[config.mk]
export PLATFORM = sky130hd
export DESIGN_NAME = decoder38_rr_arb
export DESIGN_NICKNAME = d
export VERILOG_FILES = /design/src/rtl/decoder38_rr_arb.sv
export SDC_FILE = /design/constraint.sdc
export NUM_CORES = 1
export LEC_CHECK = 0
export BUFFER_PORTS_ARGS = -buffer_cell sky130_fd_sc_hd__clkbuf_2
export CORE_MARGIN = 5
export CORE_UTILIZATION = 63
export DETAILED_ROUTE_END_ITERATION = 8
export PLACE_DENSITY_LB_ADDON = 0.2
export SYNTH_ARGS = -nofsm -noshare
export SYNTH_HDL_FRONTEND = slang
export SYNTH_SLANG_ARGS = --single-unit
export TNS_END_PERCENT = 5
[constraint.sdc]
create_clock -name i_clk -period 7.83 [get_ports i_clk]
set_input_delay 0.783 -clock i_clk [delete_from_list [all_inputs] [get_ports i_clk]]
set_output_delay 0.783 -clock i_clk [all_outputs]
set_load 0.01 [all_outputs]
[src/rtl/decoder38_rr_arb.sv]
// Round-robin arbiter driving a 3-to-8 line select with a dwell-bounded grant slice and selectable strobe polarity.
// Optional DECODER38_ARB_LOCK_EN adds i_lock, which holds the grant past slice expiry while the holder keeps requesting.
module decoder38_rr_arb #(
  parameter int P_DWELL_W = 8
) (
  input  logic                 i_clk,
  input  logic                 i_rst,
  input  logic [7:0]           i_req,
  input  logic [P_DWELL_W-1:0] i_dwell,
  input  logic                 i_opt,
`ifdef DECODER38_ARB_LOCK_EN
  input  logic                 i_lock,
`endif
  output logic [2:0]           o_sel,
  output logic                 o_valid,
  output logic [7:0]           o_y
);

  typedef enum logic {IDLE, GRANT} state_t;

  state_t               state;
  logic [P_DWELL_W-1:0] cnt;
  logic [2:0]           last;
  logic [2:0]           win;
  logic                 found;
  logic                 any_req;
  logic                 lock_on;
  logic                 rel;
  logic [P_DWELL_W-1:0] reload;

`ifdef DECODER38_ARB_LOCK_EN
  assign lock_on = i_lock;
`else
  assign lock_on = 1'b0;
`endif

  assign any_req = |i_req;
  // A zero dwell still yields a one-cycle slice.
  assign reload  = (i_dwell == '0) ? '0 : i_dwell - 1'b1;
  assign rel     = !i_req[o_sel] || ((cnt == '0) && !lock_on);

  // Scan last+1 .. last+8; the final step revisits the holder itself.
  always_comb begin
    win   = last;
    found = 1'b0;
    for (int i = 1; i <= 8; i++) begin
      if (!found && i_req[last + 3'(i)]) begin
        win   = last + 3'(i);
        found = 1'b1;
      end
    end
  end

  function automatic logic [7:0] encode(input logic valid, input logic [2:0] sel, input logic opt);
    logic [7:0] hot;
    hot = valid ? (8'b1 << sel) : 8'h00;
    return opt ? hot : ~hot;
  endfunction

  always_ff @(posedge i_clk) begin
    if (i_rst) begin
      state   <= IDLE;
      o_valid <= 1'b0;
      o_sel   <= 3'd0;
      o_y     <= 8'hFF;
      cnt     <= '0;
      last    <= 3'd7;
    end else begin
      case (state)
        IDLE: begin
          if (any_req) begin
            state   <= GRANT;
            o_valid <= 1'b1;
            o_sel   <= win;
            last    <= win;
            cnt     <= reload;
            o_y     <= encode(1'b1, win, i_opt);
          end else begin
            o_y <= encode(1'b0, o_sel, i_opt);
          end
        end
        GRANT: begin
          if (!rel) begin
            // Only a lock can keep us here at zero; the counter saturates then.
            if (cnt != '0) cnt <= cnt - 1'b1;
            o_y <= encode(1'b1, o_sel, i_opt);
          end else if (any_req) begin
            o_sel <= win;
            last  <= win;
            cnt   <= reload;
            o_y   <= encode(1'b1, win, i_opt);
          end else begin
            state   <= IDLE;
            o_valid <= 1'b0;
            o_y     <= encode(1'b0, o_sel, i_opt);
          end
        end
        default: begin
          state   <= IDLE;
          o_valid <= 1'b0;
        end
      endcase
    end
  end

endmodule

==> qor_table.md, run 1 <==
| Item | Reported |
|:---|:---|
| Ys flop type | dfxtp_1 |
| Minimum period implied by the final worst setup slack | 4.23 ns |
| Top cell type's share of synthesized area | 19.6% |
| Number of buffers inserted for hold repair after clock tree synthesis | 0 |
| Leading cell types in the layout, fill and taps excluded | 30 x clkbuf_2, 26 x nor2_1, 24 x dfxtp_1 |
| Netlist area before placement | 2450 um^2 |
| Avg Vias per Cell | 6.95 |
| Data required time of the worst path | 8.04 ns |
| Setup CP Type | flip-flop to flip-flop |
| Antenna violations before repair | 0 |
| Vias in the first global route | 2,143 |
| Synthesis-to-finish area growth | 7.65% |
| Post-synthesis sequential element count | 24 |
| Half-perimeter wire length of the detailed placement result | 4600 um |
| Setup TNS after final layout | 0 ns |
| Final Cycle Share | 54.0% |
| Maximum number of pins on one net before global-route repair | 22 |
| Pre-antenna DRT Iters | 5 |
| CP Launch Type | flip-flop |
| Final hold violation count | 0 |
| Critical-path maximum fanout | 13 |
| Final setup violation count | 0 |
| Total number of H-tree levels | 1 |
| Commonest non-fill, non-tap cell in the layout | clkbuf_2 |
| Slew at the pin closest to its max-slew limit | 0.874 ns |
| Highest clock frequency the design can meet | 237 MHz |
| Endpoint arrival time on the critical path | 4.44 ns |
| Setup crit end kind | flip-flop |
| Pwr dens | 462 nW/um^2 |
| Count of boundary I/O pins | 31 |
| Mean instance size in the synthesized netlist | 8.60 um^2 |
| Post-route DRC violation count | 0 |
| TritonCTS clock tree | done |
| Placement-stage cell area | 2570 um^2 |
| Antenna-violating nets left | 0 |
| CTS Root Cell | clkbuf_8 |
| Number of buffers added by the clock tree synthesis step | 3 |
| Die outline height | 72.4 um |
| Post-synth EDFFs | 0 |
| Cell accounting for the most synthesized area | dfxtp_1 |
| Area of the die | 5240 um^2 |
| All-Layer GR Usage | 23.9% |
| Horizontal extent of the die | 72.4 um |
| Wire length of the first global-routing pass | 10,300 um |
| Maximum clock skew at final layout | 0.0107 ns |
| Pleak | 1.06 nW |
| Fraction of layout instances using a drive strength above 1 | 21.3% |
| Synth warnings | 0 |
| Rel. slew slack | 41.5% |
| Top cells by area, synth | dfxtp_1 20%, mux4_2 13%, mux2i_1 8.2%, a21oi_1 4.3%, nor2_1 4.0% |
| Max Slew Vio Count | 0 |
| Power, Total | 1.22 mW |
| Max rail drop VDD | 0.225 mV |
| Clk pin slew, worst setup/hold paths | 0.09 ns |
| Number of max-cap violations | 0 |
| Overflow left after global routing | 0 |
| Net count of the mapped netlist | 308 |
| Net count of the finished layout | 325 |
| Number of distinct library cells after synthesis | 66 |
| Number of buffers inserted by post-CTS setup repair | 0 |
| Setup repair after global routing missed its margin | false |
| Core area | 3720 um^2 |
| HP Class | flip-flop to flip-flop |
| Number of vias after detailed routing | 2,425 |
| Number of antenna repair diodes | 0 |
| Sequential element share of the synthesized area | 19.6% |
| Gp weighted congestion | 0.928 |
| Instance count of the mapped netlist | 285 |
| Clock Sink Count | 24 |
| Quantity of gates resized following cts | 0 |
| Number of I/O port buffers | 30 |
| Status | finished, final reports clean |
| Count of routing violations after the opening detailed-route iteration | 298 |
| Number of standard-cell rows in the floorplan | 22 |
| Finished Cell Area | 2640 um^2 |
| Number of buffers on the longest clock path | 2 |
| Initial cell density of the core | 66.0% |
| Async set-reset flop share out of synthesis | 0% |
| Per-cell routed wire length | 17.6 um |
| Worst skew pair latency | 0.27 ns |
| Final wirelength | 6140 um |
stage by stage:
stage	setup WS, ns	hold slack [ns]	cells	util (%)
2_1_floorplan	4.15	0.450	285	-
4_1_cts	3.72	0.486	349	71.0
3_3_place_gp	3.86	0.466	345	69.1
5_1_grt	3.30	0.510	349	71.0
6_report	3.60	0.488	349	71.0
3_5_place_dp	3.75	0.475	345	69.1
power breakdown:
group          internal [mW]  switching (mW)
clock                 0.0684          0.0415
sequential             0.162          0.0455
combinational          0.374           0.527
final cells by class:
class	count	area (um^2)
timing repair buffer	31	158
clock buffer	3	41.3
fill	301	1080
tap	48	60.1
clock inverter	1	30.0
inverter	12	45.0
sequential	24	480
multi-input combinational	230	1830
sequential cells by signal, indices dropped and copies added, names as in the netlist:
| signal | flops |
|---|---|
| cnt | 8 |
| o_y | 8 |
| last | 3 |
| o_sel | 3 |
| o_valid | 1 |
| state | 1 |
final timing paths:
kind	slack, ns	cells past startpoint	to	from
setup / recovery	3.60	10	o_y[6]	last[1]
setup reg to reg	3.60	10	o_y[6]	last[1]
hold / removal	0.49	2	cnt[4]	cnt[4]
hold reg to reg	0.49	2	cnt[4]	cnt[4]
synthesized netlist by cell type (all sizes together), types with 2 or more instances:
cell type / instances
xnor2: 3
a31oi: 4
xor2: 6
a21oi: 23
o22ai: 4
clkbuf: 9
or2: 2
and2: 2
o41ai: 2
ha: 4
a211oi: 5
o21ai: 7
buf: 10
nand3: 5
mux2: 7
nor3: 15
nor3b: 4
and4: 3
dfxtp: 24
or4: 3
nor2: 26
inv: 12
o31a: 2
nand2b: 4
nor2b: 4
mux4: 15
a41oi: 2
nand4: 6
nand2: 18
a311oi: 4
mux2i: 20
a221oi: 6
nor4: 2
o21bai: 2
o311a: 2
routing by layer:
layer	GRT usage [%]	part of all wire, %	routed length (um)
met1	36.2	45	2780
met2	36.4	44	2730
met3	4.85	9.1	557
met4	2.66	1.1	70
met5	0	0	0
kinds of logic after synthesis:
family / count (synthesis) / share of synthesized area [%]
simple gates: 101 / 21.5
xor+xnor: 9 / 3.83
flops: 24 / 19.6
compound gates: 74 / 21.7
mux: 42 / 25.3
fa+ha+maj: 4 / 2.04
buf+inv: 31 / 5.97
critical path, cell delays in order (launching register included):
cell and delay [ns]:
dfxtp_1 0.54, inv_1 0.31, ha_1 0.71, mux4_2 0.63, mux2i_1 0.23, and2_1 0.37, nand4_1 0.25, a21oi_1 0.26
o211ai_2 0.18, o41ai_1 0.48, mux2i_1 0.22
Note: power is estimated with default switching activity, not from simulation.
==> inputs of run 2 (changes only) <==
- CORE_UTILIZATION: 63 -> 59
- clock period: 7.83 -> 4.24 ns (I/O delays scaled with it)
==> run 2 against run 1 <==
Net effect:
- via count decreased by 1.5%
- setup slack lost 3.2 ns
- clock-buffer cell count rose by 1
- cell count up 1.4%
- maximum frequency up 9.2%
- sequential power increased by 85%
- first-iteration DRC count shrank 6.4%
- combinational power is 85% higher
- worst hold slack got worse by 0.0042 ns
- routed wire length rose by 0.23%
- clock power up 44%
- register-to-register slack lost 3.2 ns
- critical endpoint is now o_y[7]
- highest routed layer unchanged
==> qor_table.md, run 2 (synthesis gave the netlist of run 1 again) <==
| Item | Reported | Change |
|:---|:---|:---|
| Number of buffers inserted by post-CTS setup repair | 0 | unchanged |
| Clk pin slew, worst setup/hold paths | 0.09 ns | about the same |
| # placed instances | 350 | +1.4% |
| Maximum number of pins on one net before global-route repair | 21 | -4.5% |
| Register area | 480 um^2 | unchanged |
| Net count of the finished layout | 328 | +0.92% |
| Final setup violation count | 0 | unchanged |
| Total number of H-tree levels | 1 | unchanged |
| Leading cell types in the layout, fill and taps excluded | 30 x clkbuf_2, 26 x nor2_1, 24 x dfxtp_1 |  |
| Number of vias after detailed routing | 2,388 | -1.5% |
| Area occupied by multi-input gates | 1830 um^2 | +0.14% |
| Cell breakdown of the critical path | inv_1 > ha_2 > mux4_2 > mux2i_1 > and2_1 > nand4_1 > a21oi_1 > o211ai_2 > o41ai_1 > mux2i_1 |  |
| Die outline height | 74.5 um | +2.9% |
| Antenna-violating nets left | 0 | unchanged |
| Final Cycle Share | 91.3% | +37 points |
| Non-Filler Instances | 354 | +1.4% |
| Post-route DRC violation count | 0 | unchanged |
| Status | finished, final reports clean |  |
| Buffers plus inverters on the worst setup path | 1 | unchanged |
| Number of buffers inserted for hold repair after clock tree synthesis | 0 | unchanged |
| Slew at the pin closest to its max-slew limit | 0.691 ns | -0.182 ns |
| Overflow left after global routing | 0 | unchanged |
| Number of max-cap violations | 0 | unchanged |
| Number of buffers on the longest clock path | 2 | unchanged |
| Top flop regs | cnt x8, o_y x8 |  |
| Half-perimeter wire length of the detailed placement result | 4600 um | -0.13% |
| Endpoint arrival time on the critical path | 4.07 ns | -0.37 ns |
| All-Layer GR Usage | 24.5% | +0.55 points |
| Highest clock frequency the design can meet | 258 MHz | +9.2% |
| Core area | 4030 um^2 | +8.4% |
| Pleak | 1.07 nW | +0.55% |
| Pre-antenna DRT Iters | 4 | -1 |
| Critical-path maximum fanout | 13 | unchanged |
| Kind of cell adding the most delay to the critical path | multiplexers |  |
| Rel. slew slack | 53.8% | +12 points |
| Count of boundary I/O pins | 31 | unchanged |
| Worst skew pair latency | 0.27 ns | about the same |
| TritonCTS clock tree | done |  |
| Commonest non-fill, non-tap cell in the layout | clkbuf_2 |  |
| Initial cell density of the core | 60.9% | -5.1 points |
| Pwr dens | 834 nW/um^2 | +81% |
| Worst setup slack after placement | 0.368 ns | -3.39 ns |
| CP Launch Type | flip-flop |  |
| Largest incremental delay on the critical path | 0.61 ns | -0.10 ns |
| Horizontal extent of the die | 74.5 um | +2.9% |
| Number of standard-cell rows in the floorplan | 23 | +4.5% |
| Power, Total | 2.21 mW | +82% |
| Slowest stage cell on the critical path | mux4_2 |  |
| Gp weighted congestion | 0.978 | +5.3% |
| Final hold violation count | 0 | unchanged |
| Fillers | 354 | +18% |
| Vias in the first global route | 2,296 | +7.1% |
| Setup crit end kind | flip-flop |  |
| Final wirelength | 6150 um | +0.23% |
| Minimum period implied by the final worst setup slack | 3.87 ns | -0.357 ns |
| Maximum clock skew at final layout | 0.00395 ns | -0.00673 ns |
| Fraction of layout instances using a drive strength above 1 | 22.4% | +1.1 points |
| Data required time of the worst path | 4.44 ns | -3.60 ns |
| Setup CP Type | flip-flop to flip-flop |  |
| HP Class | flip-flop to flip-flop |  |
| CTS Root Cell | clkbuf_8 |  |
| Antenna violations before repair | 0 | unchanged |
| Quantity of gates resized following cts | 0 | unchanged |
| Avg Vias per Cell | 6.75 | -2.9% |
| Min Hold Slack | 0.484 ns | -0.00418 ns |
| Setup TNS after final layout | 0 ns | unchanged |
| Number of buffers added by the clock tree synthesis step | 3 | unchanged |
| Area of the die | 5550 um^2 | +5.8% |
| Final setup margin | 0.369 ns | -3.23 ns |
| Synthesis-to-finish area growth | 8.11% |  |
| Critical path's most frequent cell | mux2i_1 |  |
| Max Slew Vio Count | 0 | unchanged |
| Count of routing violations after the opening detailed-route iteration | 279 | -6.4% |
| Clock Sink Count | 24 | unchanged |
| Per-cell routed wire length | 17.4 um | -1.2% |
| Number of I/O port buffers | 30 | unchanged |
| Max rail drop VDD | 0.361 mV | +60% |
| Number of antenna repair diodes | 0 | unchanged |
| Setup repair after global routing missed its margin | false |  |
| Wire length of the first global-routing pass | 10,800 um | +4.7% |
-- run 2: tightest hold or removal path, cell delays in order, from the launching register on --
cell and delay (ns):
dfxtp_1 0.32, o21ai_0 0.06, a21oi_1 0.06
-- run 2: final cells by class --
class | count | share of cell area (%)
clock buffer | 4 | 2.08
multi-input combinational | 230 | 68.9
tap | 50 | 2.36
timing repair buffer | 34 | 6.80
inverter | 12 | 1.70
sequential | 24 | 18.1
-- run 2: per-layer routing --
| layer | global-route usage [%] | share of wire [%] |
|---|---|---|
| met5 | 0 | 0 |
| met2 | 38.6 | 47 |
| met4 | 4.55 | 0.41 |
| met3 | 5.54 | 7.6 |
| met1 | 34.7 | 45 |
-- run 2: final timing paths --
kind / cells past startpoint / startpoint / endpoint / slack [ns]
setup / recovery: 10 / last[1] / o_y[7] / 0.37
hold / removal: 2 / cnt[4] / cnt[4] / 0.48
setup reg to reg: 10 / last[1] / o_y[7] / 0.37
hold reg to reg: 2 / cnt[4] / cnt[4] / 0.48
-- run 2: power breakdown --
part	switching, mW	internal (mW)
logic	0.968	0.703
clock network	0.0746	0.0829
registers	0.0841	0.300
-- run 2: metrics by stage --
step                      area, um^2  utilization (%)
after floorplan                 2450                -
after global placement          2590             64.4
after detailed placement        2590             64.4
after CTS                       2650             65.7
after global routing            2650             65.8
final                           2650             65.8
